**src/rtl/shared_memory_initiator_if.sv**
```systemverilog
// Host-side interface of shared_memory_initiator.
// Groups the command channel (cmd_*), the write beat stream (wr_*) and the
// read return stream (rd_*). The controller uses the master modport and the
// initiator uses the slave modport.
interface shared_memory_initiator_if #(
  parameter int unsigned VEC_W = 16
) ();
  logic             cmd_valid;
  logic             cmd_ready;
  logic [1:0]       cmd_op;
  logic [1:0]       cmd_unit;
  logic [3:0]       cmd_len;
  logic             wr_valid;
  logic             wr_ready;
  logic [VEC_W-1:0] wr_vec_data;
  logic [1:0]       wr_mat_data;
  logic             rd_valid;
  logic             rd_ready;
  logic [VEC_W-1:0] rd_vec_data;
  logic [1:0]       rd_mat_data;
  logic             rd_last;

  modport master (
    output cmd_valid, cmd_op, cmd_unit, cmd_len,
    output wr_valid, wr_vec_data, wr_mat_data,
    output rd_ready,
    input  cmd_ready, wr_ready, rd_valid, rd_vec_data, rd_mat_data, rd_last
  );

  modport slave (
    input  cmd_valid, cmd_op, cmd_unit, cmd_len,
    input  wr_valid, wr_vec_data, wr_mat_data,
    input  rd_ready,
    output cmd_ready, wr_ready, rd_valid, rd_vec_data, rd_mat_data, rd_last
  );
endinterface

```
**src/rtl/shared_memory_initiator.sv**
```systemverilog
// shared_memory_initiator
// Command-driven initiator and sole master of shared_memory_unit ports A
// (vector words, addr {unit, idx}) and B (matrix entries, addr {row, col}).
// Ports:
//   clk, rst        clock, synchronous active-high reset
//   host            slave side of the cmd/wr/rd host interface
//   mem_*_a         registered port A controls, mem_rdata_a from data_out_a
//   mem_*_b         registered port B controls, mem_rdata_b from data_out_b
//   mem_error       memory error status, sticky per command into done_err
//   busy            high outside IDLE
//   done, done_err  one-cycle completion pulse and its error flag
module shared_memory_initiator #(
  parameter int unsigned VEC_W         = 16,
  parameter int unsigned RD_FIFO_DEPTH = 4
) (
  input  logic             clk,
  input  logic             rst,
  shared_memory_initiator_if.slave host,
  output logic [5:0]       mem_addr_a,
  output logic             mem_we_a,
  output logic [VEC_W-1:0] mem_wdata_a,
  input  logic [VEC_W-1:0] mem_rdata_a,
  output logic [7:0]       mem_addr_b,
  output logic             mem_we_b,
  output logic [1:0]       mem_wdata_b,
  input  logic [1:0]       mem_rdata_b,
  input  logic [1:0]       mem_error,
  output logic             busy,
  output logic             done,
  output logic             done_err
);

  localparam int unsigned PW = $clog2(RD_FIFO_DEPTH);
  localparam int unsigned OW = PW + 2;

  typedef enum logic [2:0] {
    S_IDLE,
    S_WRITE,
    S_READ,
    S_DRAIN,
    S_DONE
  } state_e;

  state_e           state_q, state_d;
  logic             is_mat_q, is_mat_d;
  logic [1:0]       unit_q, unit_d;
  logic [3:0]       len_q, len_d;
  logic [7:0]       cnt_q, cnt_d;
  logic             err_q, err_d;

  logic [5:0]       addr_a_q, addr_a_d;
  logic             we_a_q, we_a_d;
  logic [VEC_W-1:0] wdata_a_q, wdata_a_d;
  logic [7:0]       addr_b_q, addr_b_d;
  logic             we_b_q, we_b_d;
  logic [1:0]       wdata_b_q, wdata_b_d;

  // Read pipeline: v1 = address on the bus this cycle, v2 = memory data
  // valid this cycle (captured into the FIFO at the end of it).
  logic             v1_q, v1_d, v2_q, v2_d;
  logic             l1_q, l1_d, l2_q, l2_d;

  logic [VEC_W:0]   fifo_mem_q [RD_FIFO_DEPTH];
  logic [PW-1:0]    wr_ptr_q, wr_ptr_d, rd_ptr_q, rd_ptr_d;
  logic [PW:0]      fifo_cnt_q, fifo_cnt_d;

  logic             last_beat;
  logic             room;
  logic [OW-1:0]    occupancy;
  logic             fifo_nonempty;
  logic             push, pop;
  logic [VEC_W-1:0] push_data;
  logic [VEC_W:0]   head;

  always_comb begin
    last_beat     = is_mat_q ? (cnt_q == 8'hFF) : (cnt_q[3:0] == len_q);
    // FIFO entries plus words still in flight must fit, so no returned word
    // can ever arrive without a free slot regardless of rd_ready.
    occupancy     = OW'(fifo_cnt_q) + OW'(v1_q) + OW'(v2_q);
    room          = occupancy < OW'(RD_FIFO_DEPTH);
    fifo_nonempty = fifo_cnt_q != '0;
    push          = v2_q;
    pop           = fifo_nonempty && host.rd_ready;
    push_data     = '0;
    if (is_mat_q) push_data[1:0] = mem_rdata_b;
    else          push_data      = mem_rdata_a;
    head          = fifo_mem_q[rd_ptr_q];
  end

  always_comb begin
    state_d   = state_q;
    is_mat_d  = is_mat_q;
    unit_d    = unit_q;
    len_d     = len_q;
    cnt_d     = cnt_q;
    err_d     = err_q;
    addr_a_d  = addr_a_q;
    we_a_d    = 1'b0;
    wdata_a_d = wdata_a_q;
    addr_b_d  = addr_b_q;
    we_b_d    = 1'b0;
    wdata_b_d = wdata_b_q;
    v1_d      = 1'b0;
    l1_d      = 1'b0;
    v2_d      = v1_q;
    l2_d      = l1_q;

    if (state_q != S_IDLE && mem_error != 2'b00) err_d = 1'b1;

    case (state_q)
      S_IDLE: begin
        if (host.cmd_valid) begin
          is_mat_d = host.cmd_op[1];
          unit_d   = host.cmd_unit;
          len_d    = host.cmd_len;
          cnt_d    = '0;
          err_d    = 1'b0;
          state_d  = host.cmd_op[0] ? S_READ : S_WRITE;
        end
      end
      S_WRITE: begin
        if (host.wr_valid) begin
          if (is_mat_q) begin
            addr_b_d  = cnt_q;
            we_b_d    = 1'b1;
            wdata_b_d = host.wr_mat_data;
          end else begin
            addr_a_d  = {unit_q, cnt_q[3:0]};
            we_a_d    = 1'b1;
            wdata_a_d = host.wr_vec_data;
          end
          cnt_d = cnt_q + 8'd1;
          if (last_beat) state_d = S_DONE;
        end
      end
      S_READ: begin
        if (room) begin
          if (is_mat_q) addr_b_d = cnt_q;
          else          addr_a_d = {unit_q, cnt_q[3:0]};
          v1_d  = 1'b1;
          l1_d  = last_beat;
          cnt_d = cnt_q + 8'd1;
          if (last_beat) state_d = S_DRAIN;
        end
      end
      S_DRAIN: begin
        if (!fifo_nonempty && !v1_q && !v2_q) state_d = S_DONE;
      end
      S_DONE:  state_d = S_IDLE;
      default: state_d = S_IDLE;
    endcase
  end

  always_comb begin
    wr_ptr_d   = wr_ptr_q;
    rd_ptr_d   = rd_ptr_q;
    fifo_cnt_d = fifo_cnt_q;
    if (push) wr_ptr_d = wr_ptr_q + 1'b1;
    if (pop)  rd_ptr_d = rd_ptr_q + 1'b1;
    case ({push, pop})
      2'b10:   fifo_cnt_d = fifo_cnt_q + 1'b1;
      2'b01:   fifo_cnt_d = fifo_cnt_q - 1'b1;
      default: fifo_cnt_d = fifo_cnt_q;
    endcase
  end

  always_ff @(posedge clk) begin
    if (rst) begin
      state_q    <= S_IDLE;
      is_mat_q   <= 1'b0;
      unit_q     <= '0;
      len_q      <= '0;
      cnt_q      <= '0;
      err_q      <= 1'b0;
      addr_a_q   <= '0;
      we_a_q     <= 1'b0;
      wdata_a_q  <= '0;
      addr_b_q   <= '0;
      we_b_q     <= 1'b0;
      wdata_b_q  <= '0;
      v1_q       <= 1'b0;
      v2_q       <= 1'b0;
      l1_q       <= 1'b0;
      l2_q       <= 1'b0;
      wr_ptr_q   <= '0;
      rd_ptr_q   <= '0;
      fifo_cnt_q <= '0;
    end else begin
      state_q    <= state_d;
      is_mat_q   <= is_mat_d;
      unit_q     <= unit_d;
      len_q      <= len_d;
      cnt_q      <= cnt_d;
      err_q      <= err_d;
      addr_a_q   <= addr_a_d;
      we_a_q     <= we_a_d;
      wdata_a_q  <= wdata_a_d;
      addr_b_q   <= addr_b_d;
      we_b_q     <= we_b_d;
      wdata_b_q  <= wdata_b_d;
      v1_q       <= v1_d;
      v2_q       <= v2_d;
      l1_q       <= l1_d;
      l2_q       <= l2_d;
      wr_ptr_q   <= wr_ptr_d;
      rd_ptr_q   <= rd_ptr_d;
      fifo_cnt_q <= fifo_cnt_d;
    end
  end

  // Storage only; validity is tracked by the reset pointers and count.
  always_ff @(posedge clk) begin
    if (push) fifo_mem_q[wr_ptr_q] <= {l2_q, push_data};
  end

  always_comb begin
    mem_addr_a       = addr_a_q;
    mem_we_a         = we_a_q;
    mem_wdata_a      = wdata_a_q;
    mem_addr_b       = addr_b_q;
    mem_we_b         = we_b_q;
    mem_wdata_b      = wdata_b_q;
    busy             = state_q != S_IDLE;
    done             = state_q == S_DONE;
    done_err         = (state_q == S_DONE) && err_q;
    host.cmd_ready   = state_q == S_IDLE;
    host.wr_ready    = state_q == S_WRITE;
    host.rd_valid    = fifo_nonempty;
    host.rd_last     = fifo_nonempty && head[VEC_W];
    host.rd_vec_data = (fifo_nonempty && !is_mat_q) ? head[VEC_W-1:0] : '0;
    host.rd_mat_data = (fifo_nonempty && is_mat_q) ? head[1:0] : '0;
  end

endmodule

```
**src/flat_wrapper.sv**
```systemverilog
// flat-port wrapper written by rule: the top's interface ports become plain ports
module shared_memory_initiator_flat 
#(
  parameter int unsigned VEC_W         = 16,
  parameter int unsigned RD_FIFO_DEPTH = 4
)
  (clk, rst, mem_addr_a, mem_we_a, mem_wdata_a, mem_rdata_a, mem_addr_b, mem_we_b, mem_wdata_b, mem_rdata_b, mem_error, busy, done, done_err, host_cmd_valid, host_cmd_op, host_cmd_unit, host_cmd_len, host_wr_valid, host_wr_vec_data, host_wr_mat_data, host_rd_ready, host_cmd_ready, host_wr_ready, host_rd_valid, host_rd_vec_data, host_rd_mat_data, host_rd_last);
  shared_memory_initiator_if #(.VEC_W(VEC_W)) host_i ();
  input  logic clk;
  input  logic rst;
  output logic [5:0] mem_addr_a;
  output logic mem_we_a;
  output logic [VEC_W-1:0] mem_wdata_a;
  input  logic [VEC_W-1:0] mem_rdata_a;
  output logic [7:0] mem_addr_b;
  output logic mem_we_b;
  output logic [1:0] mem_wdata_b;
  input  logic [1:0] mem_rdata_b;
  input  logic [1:0] mem_error;
  output logic busy;
  output logic done;
  output logic done_err;
  input wire logic [$bits(host_i.cmd_valid)-1:0] host_cmd_valid;
  input wire logic [$bits(host_i.cmd_op)-1:0] host_cmd_op;
  input wire logic [$bits(host_i.cmd_unit)-1:0] host_cmd_unit;
  input wire logic [$bits(host_i.cmd_len)-1:0] host_cmd_len;
  input wire logic [$bits(host_i.wr_valid)-1:0] host_wr_valid;
  input wire logic [$bits(host_i.wr_vec_data)-1:0] host_wr_vec_data;
  input wire logic [$bits(host_i.wr_mat_data)-1:0] host_wr_mat_data;
  input wire logic [$bits(host_i.rd_ready)-1:0] host_rd_ready;
  output wire logic [$bits(host_i.cmd_ready)-1:0] host_cmd_ready;
  output wire logic [$bits(host_i.wr_ready)-1:0] host_wr_ready;
  output wire logic [$bits(host_i.rd_valid)-1:0] host_rd_valid;
  output wire logic [$bits(host_i.rd_vec_data)-1:0] host_rd_vec_data;
  output wire logic [$bits(host_i.rd_mat_data)-1:0] host_rd_mat_data;
  output wire logic [$bits(host_i.rd_last)-1:0] host_rd_last;
  assign host_i.cmd_valid = host_cmd_valid;
  assign host_i.cmd_op = host_cmd_op;
  assign host_i.cmd_unit = host_cmd_unit;
  assign host_i.cmd_len = host_cmd_len;
  assign host_i.wr_valid = host_wr_valid;
  assign host_i.wr_vec_data = host_wr_vec_data;
  assign host_i.wr_mat_data = host_wr_mat_data;
  assign host_i.rd_ready = host_rd_ready;
  assign host_cmd_ready = host_i.cmd_ready;
  assign host_wr_ready = host_i.wr_ready;
  assign host_rd_valid = host_i.rd_valid;
  assign host_rd_vec_data = host_i.rd_vec_data;
  assign host_rd_mat_data = host_i.rd_mat_data;
  assign host_rd_last = host_i.rd_last;
  shared_memory_initiator #(.VEC_W(VEC_W), .RD_FIFO_DEPTH(RD_FIFO_DEPTH)) u_core (.clk(clk), .rst(rst), .host(host_i), .mem_addr_a(mem_addr_a), .mem_we_a(mem_we_a), .mem_wdata_a(mem_wdata_a), .mem_rdata_a(mem_rdata_a), .mem_addr_b(mem_addr_b), .mem_we_b(mem_we_b), .mem_wdata_b(mem_wdata_b), .mem_rdata_b(mem_rdata_b), .mem_error(mem_error), .busy(busy), .done(done), .done_err(done_err));
endmodule
```
**config.mk**
```make
export PLATFORM = sky130hd
export DESIGN_NAME = shared_memory_initiator_flat
export DESIGN_NICKNAME = d
export VERILOG_FILES = /design/src/rtl/shared_memory_initiator_if.sv /design/src/rtl/shared_memory_initiator.sv /design/src/flat_wrapper.sv
export SDC_FILE = /design/constraint.sdc
export NUM_CORES = 1
export LEC_CHECK = 0
export BUFFER_PORTS_ARGS = -buffer_cell sky130_fd_sc_hd__buf_2
export CORE_ASPECT_RATIO = 1.2
export CORE_UTILIZATION = 28
export CTS_BUF_LIST = sky130_fd_sc_hd__clkbuf_8
export DETAILED_ROUTE_END_ITERATION = 8
export PLACE_DENSITY_LB_ADDON = 0.1
export SLEW_MARGIN = 15
export SYNTH_ARGS = -nofsm -noshare
export SYNTH_HDL_FRONTEND = slang
export SYNTH_SLANG_ARGS = --single-unit
```
**constraint.sdc**
```tcl
create_clock -name clk -period 1.9 [get_ports clk]
set_input_delay 0.285 -clock clk [delete_from_list [all_inputs] [get_ports clk]]
set_output_delay 0.285 -clock clk [all_outputs]
set_load 0.005 [all_outputs]
```
# ---- Word-level counts from Yosys, hierarchy flattened
# Memories as Yosys holds them, arrays and structs flattened. A register that Yosys moved wholly into a read port is not among the register bits.
# Cells that the tools add are included.
dict set report classes {
  n_addsub 7
  n_lt_le_gt_ge 1
  eq_ne 14
  n_mux 36
  bitwise 5
  n_reduce_logical 28
}
# operator count
set ops {}
lappend ops {{8-bit 2-to-1 mux} 6}
lappend ops {{8-bit case mux with 3 select lines} 1}
lappend ops {{3-bit 2-to-1 mux} 6}
lappend ops {{6-bit 2-to-1 mux} 3}
lappend ops {{16-bit 2-to-1 mux} 1}
lappend ops {{8-bit case mux with 2 select lines} 1}
lappend ops {{14-bit 2-to-1 mux} 1}
lappend ops {{3-bit case mux with 4 select lines} 1}
lappend ops {{6-bit case mux with 2 select lines} 1}
lappend ops {{2-bit 2-to-1 mux} 5}
lappend ops {{1-bit 2-to-1 mux} 9}
lappend ops {{3-bit AND reduction} 3}
lappend ops {{3-bit nonzero test} 3}
lappend ops {{8-bit by 1-bit adder with 8-bit output (second input constant)} 1}
lappend ops {{8-bit equality test (second input constant)} 1}
lappend ops {{1-bit logical AND} 8}
lappend ops {{2-bit by 1-bit inequality test with 1-bit output (second input constant)} 4}
lappend ops {{3-bit by 2-bit equality test with 1-bit output (second input constant)} 2}
lappend ops {{3-bit case mux with 2 select lines} 1}
lappend ops {{6-bit AND reduction} 1}
lappend ops {{2-bit nonzero test} 3}
lappend ops {{3-bit OR reduction} 2}
lappend ops {{1-bit NOT} 5}
lappend ops {{2-bit by 1-bit adder with 2-bit output (second input constant)} 2}
lappend ops {{16 further kinds} 20}
dict set report totals {
  reg_bits 64
  ram_bits 68
  in_bits 51
  out_inout_bits 59
  elab_cells 111
  n_memories 1
}
# memory words width rd rd_clocked_by_memory_dff write_ports line
set mem_list {}
lappend mem_list {u_core.fifo_mem_q 4 17 1 1 1 shared_memory_initiator.sv:63} ;# logic [VEC_W:0] fifo_mem_q [RD_FIFO_DEPTH];

# ---- Depth between registers and ports, before layout
# Gate-level depths: netlist of run 1.
dict set report depth {
  ltp_word 6
  ltp_mapped 8
}

# ---- Least setup slack after synthesis of run 1
# No wires, ideal clock.
dict set report synth_path {
  path_type {flip-flop to flip-flop}
  start {register u_core.fifo_cnt_q[1]}
  end {register u_core.fifo_cnt_q[2]}
  setup_time_ns 0.070
  t_arrival_ns 1.994
  required_ns 1.830
  slack_ns -0.164
  stages_incl_launch_ff 9
  n_path_buf 0
  synth_period_minus_slack_ns 2.064
  cell_sequence {dfxtp_1 or3_1 and2_1 ha_1 inv_1 fa_1 xor2_1 or3_1 a21oi_1}
}
dict set report synth_via {
  elab_chain_cells 4
  word_cells_on_any_way 8
  cone_classes {add/sub (2); eq/ne (2); mux (1); reduce/logical (3)}
}
# element line
set synth_lines {}
lappend synth_lines {{start: declaration} shared_memory_initiator.sv:65} ;# logic [PW:0] fifo_cnt_q, fifo_cnt_d;
lappend synth_lines {{start signal: assignment} shared_memory_initiator.sv:207} ;# fifo_cnt_q <= fifo_cnt_d;
lappend synth_lines {{3-bit nonzero test (*)} shared_memory_initiator.sv:81} ;# fifo_nonempty = fifo_cnt_q != '0;
lappend synth_lines {{via host_rd_valid} flat_wrapper.sv:33} ;# output wire logic [$bits(host_i.rd_valid)-1:0] host_rd_valid;
lappend synth_lines {{1-bit logical AND (*)} shared_memory_initiator.sv:83} ;# pop = fifo_nonempty && host.rd_ready;
lappend synth_lines {{2-bit by 1-bit equality test with 1-bit output / 2-bit equality test (equally long branches)} shared_memory_initiator.sv:160} ;# case ({push, pop})
lappend synth_lines {{3-bit case mux with 2 select lines / 2-bit nonzero test (equally long branches)} n/a}
# The timed path passes the listed nets; every way through them passes the cells marked *.
# A chain may end at the register's enable or synchronous reset.

==> run metrics, run 1 <==
status=complete, but fails checks; failing checks=DRC, setup timing; slowest CP cell=mux4_2; Main synth FF type=edfxtp_1; Pwr Total=just under 0.008 W; Seq/Total Area, Yosys=between 60% and 70%; Reg area=approximately 3400 sq um; max_slew headroom=between 70% and 80%; Worst setup EP type=output pin; Post-CTS Hold Fix Bufs=0; GRT Util Overall=between 10% and 20%; number of antenna-violating nets in the routed design=0; slowest stage delay, CP=~0.49 ns; Slew @ Worst Pin=roughly 0.44 ns; clk_skew=approximately 0.012 ns; Clock Sinks=~130; Yosys cell types=52; Hold Crit Class=in2reg; Worst Path Max Fanout=11; Row Count=56; total grt overflow=0; initial core utilization=between 20 and 30%; pin count of the biggest net entering global routing=22; Detailed Routing Iterations Pass 1=6; ys async rst share=0%; syn avg cell area=roughly 12 sq um; Netlist Area Pre-Place=5550 sq um; port bufs=approximately 110; Synth Net Count=~500; Synth Area in Adders=1.94%; leakage power=between 2 and 3 nW; vias per cell=4.35; Crit path buffers/inverters=3; die area=between 20,000 and 25,000 sq um; clock buffer count from CTS=17; Max Fclk=approximately 480 MHz; HPWL after DPL=roughly 8.4 mm; CTS Root Cell=clkbuf_8; CTS tree=built; Max-Cap Viols=0; crit path launch type=flop; number of global-route vias before repair=about 3,700; DRT iter0 DRCs=approximately 170; GPL Wtd Cong=roughly 0.73; Min Clock Period, post-route=approximately 2.1 ns; clk_lat worst skew=approximately 0.44 ns; io pins=110; per-cell routed wire length=~15 um; Horiz. Die Dim=between 100 and 150 um; GR Layer Usage met3=3.11%; critical path type=reg2out; first-pass GRT wire length=between 15 and 20 mm; peak supply drop=about 0.46 mV; final hold vios=0; GR Util met2=22.2%; Mapped Cells=445; Inserted Diodes=0; final count of pins violating max slew=0; top cell type's share of synthesized area=between 30% and 40%; Final Setup Violations=19; layout net count=642; worst setup margin=-0.184 ns; Clock Pin Slew Worst Setup and Hold Paths=approximately 0.08 ns; Simple-Gate Fraction of Synth Area=14.4%; busiest grt layer=met2; GR Layer Usage met1=15.5%; initial antenna violation count=0; Critical Path RT=~1.6 ns; leading area contributor after synthesis=edfxtp_1; synth warn=0; kind of cell adding the most delay to the critical path=multiplexers; filler cell count=approximately 2,000; post-synthesis mux area share=10.5%; area of the multi-input gates=~2100 sq um; drt drc=1; Bufs on Longest Clock Path=2; RSZ-0062 raised after global routing=true; Area Growth Syn to Fin=27.2%; Die Y=156 um; core area=19,500 sq um; critical path cell sequence=buf_12 > buf_12 > mux4_2 > nor2b_1 > buf_2; Yosys reg bits=around 130; Worst Path Arrival=1.80 ns; layout cells sized above 1=36.1%; final WL=approximately 13 mm; H-Tree Depth=4; power density cells=1120 nW/um^2; Final Core Density=between 30% and 40%; complex-gate fraction of the synthesized area=under 10%; final period utilization=110%; Via Count=3,724; number of synthesized flops with an enable pin=68; Post-Synth XOR/XNOR Area=about 2.7%; top post-synthesis cells by area=edfxtp_1 37%, dfxtp_1 24%, mux4_2 6.9%; combinational family with the most area after synthesis=simple AND/OR/NAND/NOR gates; most frequent cell on the critical path=buf_12
## cells by family (layout without fill, tap and decap cells)
kind of cell / count (synthesis) / count (layout)
and+or+nand+nor: 164 / 165
DFF: 134 / 134
AOI/OAI and AO/OA: 50 / 50
muxes: 37 / 37
buffers and inverters: 35 / 184
xor gates and xnor gates: 17 / 17
adders and majority gates: 8 / 8
## metal layers
metal | up-vias | routed length [um]
met5 | - | 0
met4 | 0 | 197
met3 | 15 | 580
met2 | 95 | 6320
met1 | 1770 | 5470
li1 | 1844 | -
## cells in the final DEF, fill, tap and decap left out, drive strengths merged, types with 2 or more instances in the layout
cell / instances
mux4: 17
clkinv: 6
xor2: 5
ha: 7
a211oi: 2
nor2b: 33
buf: 142
inv: 12
mux2: 2
nor3: 3
edfxtp: 68
bufinv: 3
clkbuf: 17
nand3: 8
nor2: 40
nand2b: 4
xnor2: 12
dfxtp: 66
a21oi: 32
clkinvlp: 4
and3: 6
mux2i: 18
nand4: 2
nand2: 57
or3: 2
and2: 6
o21ai: 4
## cell usage after synthesis, types with 3 or more instances
library cell / count
ha_1: 7
edfxtp_1: 68
buf_2: 5
o21ai_0: 3
and3_1: 6
nor2_1: 39
a21oi_1: 32
inv_1: 10
xnor2_1: 12
nor3_1: 3
clkbuf_1: 10
nor2b_1: 32
mux4_2: 17
dfxtp_1: 66
xor2_1: 5
mux2i_1: 18
and2_1: 6
buf_6: 4
nand2_1: 56
nand3_1: 7
## what timing repair did
item,CTS,global route
resized for setup,9,5
pin swaps,1,4
setup endpoints to repair,24,38
gates cloned,1,0
buffers inserted,8,2
## power breakdown
group / leakage (nW) / internal [W] / switching, W
logic: 1.46 / 0.000998 / 0.00113
registers: 1.15 / 0.00327 / 0.000124
clock network: 0.189 / 0.00128 / 0.00113
total: 2.80 / 0.00554 / 0.00239
## stage by stage
step	setup TNS, ns	cell area (sq um)	setup WS [ns]	instances	hold WS, ns
2_1_floorplan	0	5570	0.0223	445	0.414
3_3_place_gp	0	6470	0.0446	814	0.430
3_5_place_dp	-0.0158	6470	-0.0158	814	0.430
4_1_cts	-3.83	7020	-0.229	854	0.0325
5_1_grt	-5.16	7060	-0.292	856	0.0539
6_report	-2.94	7060	-0.184	856	0.0682
## path summary, 6_finish.rpt
path                            slack (ns)                         startpoint                                 end  depth (start not counted)
worst max-delay path                 -0.18                               flop                host_rd_vec_data[13]                          5
worst min-delay path                  0.07                host_wr_vec_data[5]  u_core.mem_wdata_a[5]$_SDFFE_PP0P_                          3
worst max register to register        0.04  u_core.fifo_cnt_q[0]$_SDFFE_PP0P_   u_core.mem_addr_b[3]$_SDFFE_PP0P_                          9
worst min register to register        0.45             u_core.l1_q$_SDFF_PP0_              u_core.l2_q$_SDFF_PP0_                          1
## area by class of cell
type	instances	area share [%]
Clock buffer	17	3.31
Clock inverter	14	2.27
Inverter	11	0.620
Multi-Input combinational cell	277	29.2
Sequential cell	134	47.7
Tap cell	261	4.62
Timing Repair Buffer	142	12.3
## tightest hold or removal path, cell delays in order
cell     delay (ns)
buf_2          0.10
nand2_1        0.04
a21oi_1        0.05
## sequential cells by signal (all words and copies together) (netlist names), named ones only
name                count
u_core.wr_ptr_q         2
u_core.mem_addr_b       8
u_core.err_q            1
u_core.unit_q           2
u_core.mem_we_a         1
u_core.mem_wdata_b      2
u_core.is_mat_q         1
u_core.push             1
u_core.cnt_q            8
u_core.l2_q             1
u_core.len_q            4
u_core.mem_wdata_a     16
u_core.v1_q             1
u_core.mem_we_b         1
u_core.l1_q             1
u_core.fifo_cnt_q       3
u_core.state_q          3
u_core.mem_addr_a       6
u_core.fifo_mem_q      68
u_core.rd_ptr_q         2
Power figures use the tool's default switching activity.
==> inputs of run 2 (changes only) <==
--- a/config.mk
+++ b/config.mk
@@ -7,8 +7,8 @@
 export LEC_CHECK = 0
 export BUFFER_PORTS_ARGS = -buffer_cell sky130_fd_sc_hd__buf_2
 export CORE_ASPECT_RATIO = 1.2
-export CORE_UTILIZATION = 28
-export CTS_BUF_LIST = sky130_fd_sc_hd__clkbuf_8
+export CORE_UTILIZATION = 45
+export CTS_BUF_LIST = sky130_fd_sc_hd__clkbuf_4 sky130_fd_sc_hd__clkbuf_8
 export DETAILED_ROUTE_END_ITERATION = 8
 export PLACE_DENSITY_LB_ADDON = 0.1
 export SLEW_MARGIN = 15
==> run 2 against run 1 <==
  * The run ends with setup timing left
  * Clock power increased by 20%
  * Final cell count fell by 13%
  * Register-to-register slack lost 0.05 ns
  * Critical endpoint is now host_rd_mat_data[0]
  * Utilization grew 22 points
  * Sequential share of layout area grew 0.29 points
  * Via count shrank 0.46%
  * Setup slack gained 0.023 ns
  * Flip-flop and latch count did not move
==> run metrics, run 2 (synthesis gave the netlist of run 1 again) <==
M1 WL=4.57 mm (-16%); filler cell count=1,014 (-50%); per-cell routed wire length=14.7 um (about the same); Max Used Layer=met4; WHS Path Cells=3 (unchanged); worst hold margin=0.0801 ns (+0.0119 ns); layout net count=634 (-1.2%); worst setup margin=-0.161 ns (+0.0232 ns); failing checks=setup timing; Clock Sinks=134 (unchanged); Max-Cap Viols=0 (unchanged); Worst Path Arrival=1.78 ns (-0.02 ns); Reg2Reg Capture Point=u_core.mem_addr_b[7]$_SDFFE_PP0P_; DRT iter0 DRCs=87 (-49%); Bufs on Longest Clock Path=2 (unchanged); Die Y=124 um (-21%); Horiz. Die Dim=103 um (-21%); Critical Path RT=1.62 ns (about the same); Reg area=3380 sq um (+0.37%); final period utilization=108% (-1.2 points); Row Count=44 (-21%); Max Fclk=485 MHz (+1.1%); final count of pins violating max slew=0 (unchanged); Worst setup EP type=output pin; drt drc=0 (-1); port bufs=109 (unchanged); Via Count=3,707 (-0.46%); initial antenna violation count=0 (unchanged); Hold Startpoint=host_wr_mat_data[1]; most frequent cells in the layout=106 x buf_2, 68 x edfxtp_1, 58 x dfxtp_1; Detailed Routing Iterations Pass 1=4 (-2); pin count of the biggest net entering global routing=24 (+9.1%); die area=12,800 sq um (-37%); Hold Crit Class=in2reg; commonest non-fill, non-tap cell in the layout=buf_2; CTS tree=built; Final Setup Violations=24 (+5); GRT Util Overall=18.0% (+5.0 points); max reg flops=68 (unchanged); status=complete, but fails checks; Post-CTS Hold Fix Bufs=0 (unchanged); final hold vios=0 (unchanged); total grt overflow=0 (unchanged); number of antenna-violating nets in the routed design=0 (unchanged); initial core utilization=46.1% (+18 points); Area Growth Syn to Fin=26.9%; power density cells=1190 nW/um^2 (+6.2%); clk_lat worst skew=0.43 ns (about the same); R2R depth=7 (-2); H-Tree Depth=4 (unchanged); Largest Register=u_core.fifo_mem_q; area of the multi-input gates=2110 sq um (+2.4%); GPL Wtd Cong=0.780 (+6.3%); leakage power=2.84 nW (+1.3%); crit path launch type=flop; number of global-route vias before repair=3,539 (-5.1%); met3 routed WL=421 um (-27%); placed cell areas=6320 sq um (-2.3%); worst reg-to-reg setup slack=-0.01 ns (-0.05 ns); Min Clock Period, post-route=2.06 ns (-0.0232 ns); Inserted Diodes=0 (unchanged); io pins=110 (unchanged); Worst Path Max Fanout=5 (-6); RSZ-0062 raised after global routing=true; Slew @ Worst Pin=0.865 ns (+0.425 ns); first-pass GRT wire length=16.9 mm (-14%); HPWL after DPL=7.21 mm (-15%); critical path type=reg2out; clock buffer count from CTS=17 (unchanged); layout cells sized above 1=37.9% (+1.8 points); vias per cell=4.95 (+14%); CTS Root Cell=clkbuf_8; clk_skew=0.0120 ns (-0.000161 ns); core area=12,100 sq um (-38%); met2 routed WL=5.87 mm (-7.2%); peak supply drop=0.558 mV (+21%); final WL=11.0 mm (-12%); final instance area=7050 sq um (-0.23%); hold path endpoint=u_core.mem_wdata_b[1]$_SDFFE_PP0P_; max_slew headroom=42.4% (-28 points); reg2reg start=u_core.fifo_cnt_q[0]$_SDFFE_PP0P_; Clock Pin Slew Worst Setup and Hold Paths=0.08 ns (about the same)
run 2: changes by cell type in the layout (fill, tap and decap cells not counted), sizes merged:
cell / change
buf: -9
bufinv: +3
clkbuf: +5
clkinv: -3
clkinvlp: -4
inv: +1
run 2: worst max-delay path: stages, from the launching register on:
cell     delay (ns)
dfxtp_4        0.41
buf_12         0.14
mux4_2         0.51
and3_4         0.19
buf_6          0.10
run 2: where the power goes:
part           leakage, nW  internal [W]  switching (W)
registers             1.15       0.00328       0.000169
clock network        0.254       0.00182        0.00108
logic                 1.43      0.000972        0.00108
run 2: repair_timing:
item,in CTS,in global routing
setup endpoints to repair,24,40
cloned,2,1
setup buffers,0,3
pin swaps,1,7
resized for setup,9,28
run 2: worst max path at each step:
| stage | endpoint | slack (ns) | depth (start not counted) |
|---|---|---|---|
| after floorplan | u_core.fifo_cnt_q[2]$_SDFFE_PP0P_ | 0.02 | 8 |
| after global placement | u_core.fifo_cnt_q[2]$_SDFFE_PP0P_ | 0.04 | 8 |
| after detailed placement | u_core.fifo_cnt_q[2]$_SDFFE_PP0P_ | -0.04 | 8 |
| after CTS | host_rd_mat_data[0] | -0.22 | 4 |
| after global routing | host_rd_vec_data[0] | -0.24 | 4 |
| final | host_rd_mat_data[0] | -0.16 | 4 |
run 2: final cells by class:
| cell class | count | share of cell area, % |
|---|---|---|
| Clock inverter | 11 | 3.09 |
| Sequential cell | 134 | 48.0 |
| Inverter | 11 | 0.621 |
| Tap cell | 161 | 2.86 |
| Clock buffer | 21 | 4.01 |
| Multi-Input combinational cell | 277 | 30.0 |
| Timing Repair Buffer | 134 | 11.4 |
run 2: routing by layer:
metal	GRT usage, %	up-vias
met5	0	-
met3	4.71	9
li1	-	1825
met2	32.0	98
met4	7.31	0
met1	20.4	1775
run 2: through the flow:
| step | total power (W) | std cells | util [%] | TNS (ns) | worst slack [ns] |
|---|---|---|---|---|---|
| 6_report | 0.00841 | 749 | 58.5 | -2.45 | -0.161 |
| 5_1_grt | 0.00882 | 749 | 58.5 | -5.39 | -0.240 |
| 4_1_cts | 0.00832 | 745 | 57.1 | -2.95 | -0.219 |
| 3_5_place_dp | 0.00533 | 711 | 52.5 | -0.0382 | -0.0382 |
| 3_3_place_gp | 0.00530 | 711 | 52.5 | 0 | 0.0357 |
| 2_1_floorplan | 0.00479 | 445 | - | 0 | 0.0223 |
==> inputs of run 3 (changes only) <==
--- a/config.mk
+++ b/config.mk
@@ -5,6 +5,7 @@
 export SDC_FILE = /design/constraint.sdc
 export NUM_CORES = 1
 export LEC_CHECK = 0
+export ABC_AREA = 1
 export BUFFER_PORTS_ARGS = -buffer_cell sky130_fd_sc_hd__buf_2
 export CORE_ASPECT_RATIO = 1.2
 export CORE_UTILIZATION = 45
==> constraint.sdc (replaced) <==
create_clock -name clk -period 1.9 [get_ports clk]
set_input_delay 0.19 -clock clk [delete_from_list [all_inputs] [get_ports clk]]
set_output_delay 0.19 -clock clk [all_outputs]
set_load 0.005 [all_outputs]
==> run 3 against run 2 <==
  * The flow now finishes without violations
  * Power is 1.1% higher
  * Final cell count grew 26%
  * Routed wire length grew 13%
  * Count of clock-buffer cells in the layout decreased by 3
  * Via count grew 23%
  * Largest cell class unchanged
  * Largest power group unchanged
  * Highest routed layer unchanged
==> run metrics, run 3 <==
status=completed; Seq/Total Area, Yosys=60.4% (-0.16 points); count leader, synth=nor2_1; Reg area=3370 sq um (-0.44%); final instance area=7130 sq um (+1.2%); total grt overflow=0 (unchanged); Area Growth Syn to Fin=28.1%; Worst Path Max Fanout=8 (+3); clk_skew=0.0142 ns (+0.00226 ns); H-Tree Depth=4 (unchanged); layout net count=826 (+30%); Max Fclk=545 MHz (+12%); WHS Path Cells=3 (unchanged); area of the multi-input gates=1900 sq um (-10%); final period utilization=96.5% (-12 points); Netlist Area Pre-Place=5570 sq um (+0.27%); Worst setup EP type=output pin; slowest CP cell=dfxtp_2; Detailed Routing Iterations Pass 1=5 (+1); worst reg-to-reg setup slack=0.16 ns (+0.17 ns); Max-Cap Viols=0 (unchanged); Horiz. Die Dim=104 um (+0.13%); Sequential Power Share=42.4% (+1.3 points); Die Y=124 um (+0.13%); max_slew headroom=72.1% (+30 points); per-cell routed wire length=13.2 um (-10%); most frequent cells in the layout=153 x nor2_1, 109 x buf_2, 76 x nand2_1; final hold vios=0 (unchanged); final count of pins violating max slew=0 (unchanged); CTS tree=built; initial antenna violation count=0 (unchanged); critical path cell sequence=inv_2 > nand2_2 > nor2_4 > buf_6 > inv_4 > nand2_4 > buf_12 > a21oi_1 > buf_2; R2R depth=11 (+4); Setup Total Neg Slack=0 ns (+2.45 ns); ys async rst share=0% (unchanged); final WL=12.4 mm (+13%); Hold Startpoint=host_cmd_len[2]; max reg flops=68 (unchanged); core area=12,100 sq um (unchanged); Inserted Diodes=0 (unchanged); Synth Net Count=682 (+35%); Clk pwr share=29.7% (-4.8 points); most frequent cells after synthesis=155 x nor2_1, 78 x nand2_1, 68 x edfxtp_1, 67 x o21ai_0, 66 x dfxtp_1; worst setup margin=0.0661 ns (+0.227 ns); port bufs=109 (unchanged); Switch Pwr=0.00269 W (+16%); layout cells sized above 1=25.9% (-12 points); Slew @ Worst Pin=0.417 ns (-0.447 ns); internal power=0.00581 W (-4.5%); clock buffer count from CTS=17 (unchanged); Hold Crit Class=in2reg; Largest Register=u_core.fifo_mem_q; Main synth FF type=edfxtp_1; Yosys cell types=29 (-44%); Via Count=4,556 (+23%); initial core utilization=46.2% (+0.12 points); Placement Setup Slack=-0.00203 ns (+0.0362 ns); number of global-route vias before repair=4,281 (+21%); die area=12,800 sq um (+0.26%); Mapped Cells=623 (+40%); Row Count=44 (unchanged); top post-synthesis cells by area=edfxtp_1 37%, dfxtp_1 24%, nor2_1 10%; Clock Sinks=134 (unchanged); Yosys reg bits=134 (unchanged); Final Setup Violations=0 (-100%); placed cell areas=6340 sq um (+0.30%); peak supply drop=0.698 mV (+25%); commonest non-fill, non-tap cell in the layout=nor2_1; CTS Root Cell=clkbuf_8; power density cells=1190 nW/um^2 (-0.12%); slowest stage delay, CP=0.34 ns (-0.17 ns); number of antenna-violating nets in the routed design=0 (unchanged); drt drc=0 (unchanged); leakage power=3.12 nW (+10%); GRT Util Overall=20.5% (+2.5 points); io pins=110 (unchanged); Worst Path Arrival=1.64 ns (-0.14 ns); leading area contributor after synthesis=edfxtp_1; vias per cell=4.84 (-2.2%); Reg2Reg Capture Point=u_core.fifo_cnt_q[2]$_SDFFE_PP0P_; Bufs on Longest Clock Path=2 (unchanged); DRT iter0 DRCs=204 (+130%); syn avg cell area=8.94 sq um (-28%); Critical Path RT=1.71 ns (+0.09 ns); HPWL after DPL=7.73 mm (+7.3%); first-pass GRT wire length=20.2 mm (+19%); pin count of the biggest net entering global routing=35 (+46%); top cell type's share of synthesized area=36.7% (-0.099 points); reg2reg start=u_core.fifo_cnt_q[1]$_SDFFE_PP0P_; Min Clock Period, post-route=1.83 ns (-0.227 ns); crit path launch type=flop; sw frac=31.7% (+4.0 points); combinational share of power=28.0% (+3.6 points); critical path type=reg2out; filler cell count=1,062 (+4.7%); hold path endpoint=u_core.len_q[2]$_SDFFE_PP0P_; number of synthesized flops with an enable pin=68 (unchanged); clk_lat worst skew=0.43 ns (about the same); GPL Wtd Cong=0.774 (-0.78%); Clock Pin Slew Worst Setup and Hold Paths=0.08 ns (about the same); synth warn=0 (unchanged)
## run 3: changes by cell type in the layout (fill, tap and decap cells not counted), sizes merged, moves of 5 or more
cell,delta
nor2,+119
o21ai,+66
inv,+54
nor2b,-33
nand2,+25
dlygate4sd3,+18
mux2i,-18
a21oi,+17
mux4,-17
xnor2,-10
and3,-6
nand3,+6
and2,-5
## run 3: power groups by stage
stage | combinational (W) | clock, W | sequential (W)
floorplan | 0.00136 | 0 | 0.00365
global placement | 0.00207 | 0 | 0.00364
detailed placement | 0.00211 | 0 | 0.00365
CTS | 0.00229 | 0.00257 | 0.00360
global route | 0.00269 | 0.00268 | 0.00365
finish | 0.00238 | 0.00252 | 0.00360
## run 3: how the worst max path moves through the flow
stage,cells past startpoint,endpoint,startpoint,slack (ns)
6_report,9,host_rd_vec_data[8],u_core.fifo_cnt_q[1]$_SDFFE_PP0P_,0.07
4_1_cts,6,host_rd_last,flop,0.0004
3_3_place_gp,11,u_core.fifo_cnt_q[2]$_SDFFE_PP0P_,u_core.fifo_cnt_q[1]$_SDFFE_PP0P_,0.09
3_5_place_dp,11,u_core.fifo_cnt_q[2]$_SDFFE_PP0P_,u_core.fifo_cnt_q[1]$_SDFFE_PP0P_,-0.002
2_1_floorplan,11,u_core.fifo_cnt_q[2]$_SDFFE_PP0P_,u_core.fifo_cnt_q[1]$_SDFFE_PP0P_,0.05
5_1_grt,9,host_rd_vec_data[8],u_core.fifo_cnt_q[1]$_SDFFE_PP0P_,-0.002
## run 3: per-layer routing
layer	part of all wire, %	global-route usage [%]	wire length, um
met1	44	24.0	5440
met2	51	36.9	6310
met3	3.9	4.81	487
met4	1.1	7.61	140
met5	0	0	0
## run 3: kinds of logic (layout without fill, tap and decap cells)
family                     after synthesis  in the layout  share of synthesized area, %
xor gates and xnor gates                 5              5                         0.787
and+or+nand+nor                        263            263                          19.2
adders and majority gates                8              8                          1.93
AOI/OAI and AO/OA                      122            122                          11.2
DFF                                    134            134                          60.4
buffers and inverters                   91            248                          6.45
## run 3: through the flow
stage | total power (W) | instances | util [%] | hold WS, ns
floorplan | 0.00501 | 623 | - | 0.259
global placement | 0.00571 | 885 | 52.6 | 0.399
detailed placement | 0.00576 | 885 | 52.6 | 0.401
CTS | 0.00846 | 938 | 58.4 | 0.000906
global route | 0.00902 | 941 | 59.2 | 0.0188
finish | 0.00850 | 941 | 59.2 | 0.0278
## run 3: worst max-delay path, delay by kind of cell, from the launching register on
family                 cells  cell delay [ns]
flip-flops                 1             0.34
AO/OA/AOI/OAI              1             0.13
AND/OR/NAND/NOR            3             0.22
buffers and inverters      5             0.53
## run 3: area by class of cell
cell class / instances / area share (%)
inverter: 66 / 3.61
tap: 161 / 2.82
clock inverter: 14 / 2.56
clock buffer: 18 / 3.39
sequential: 134 / 47.2
multi-input combinational: 398 / 26.7
timing repair buffer: 150 / 13.7
## run 3: repair_timing
| item | 4_1_cts | 5_1_grt |
|---|---|---|
| setup endpoints to repair | 20 | 31 |
| endpoints found under the hold margin | 18 | 0 |
| cloned | 1 | 0 |
| buffers inserted | 2 | 3 |
| gates resized for setup | 21 | 20 |
| hold buffers | 18 | 0 |
| pin swaps | 1 | 3 |
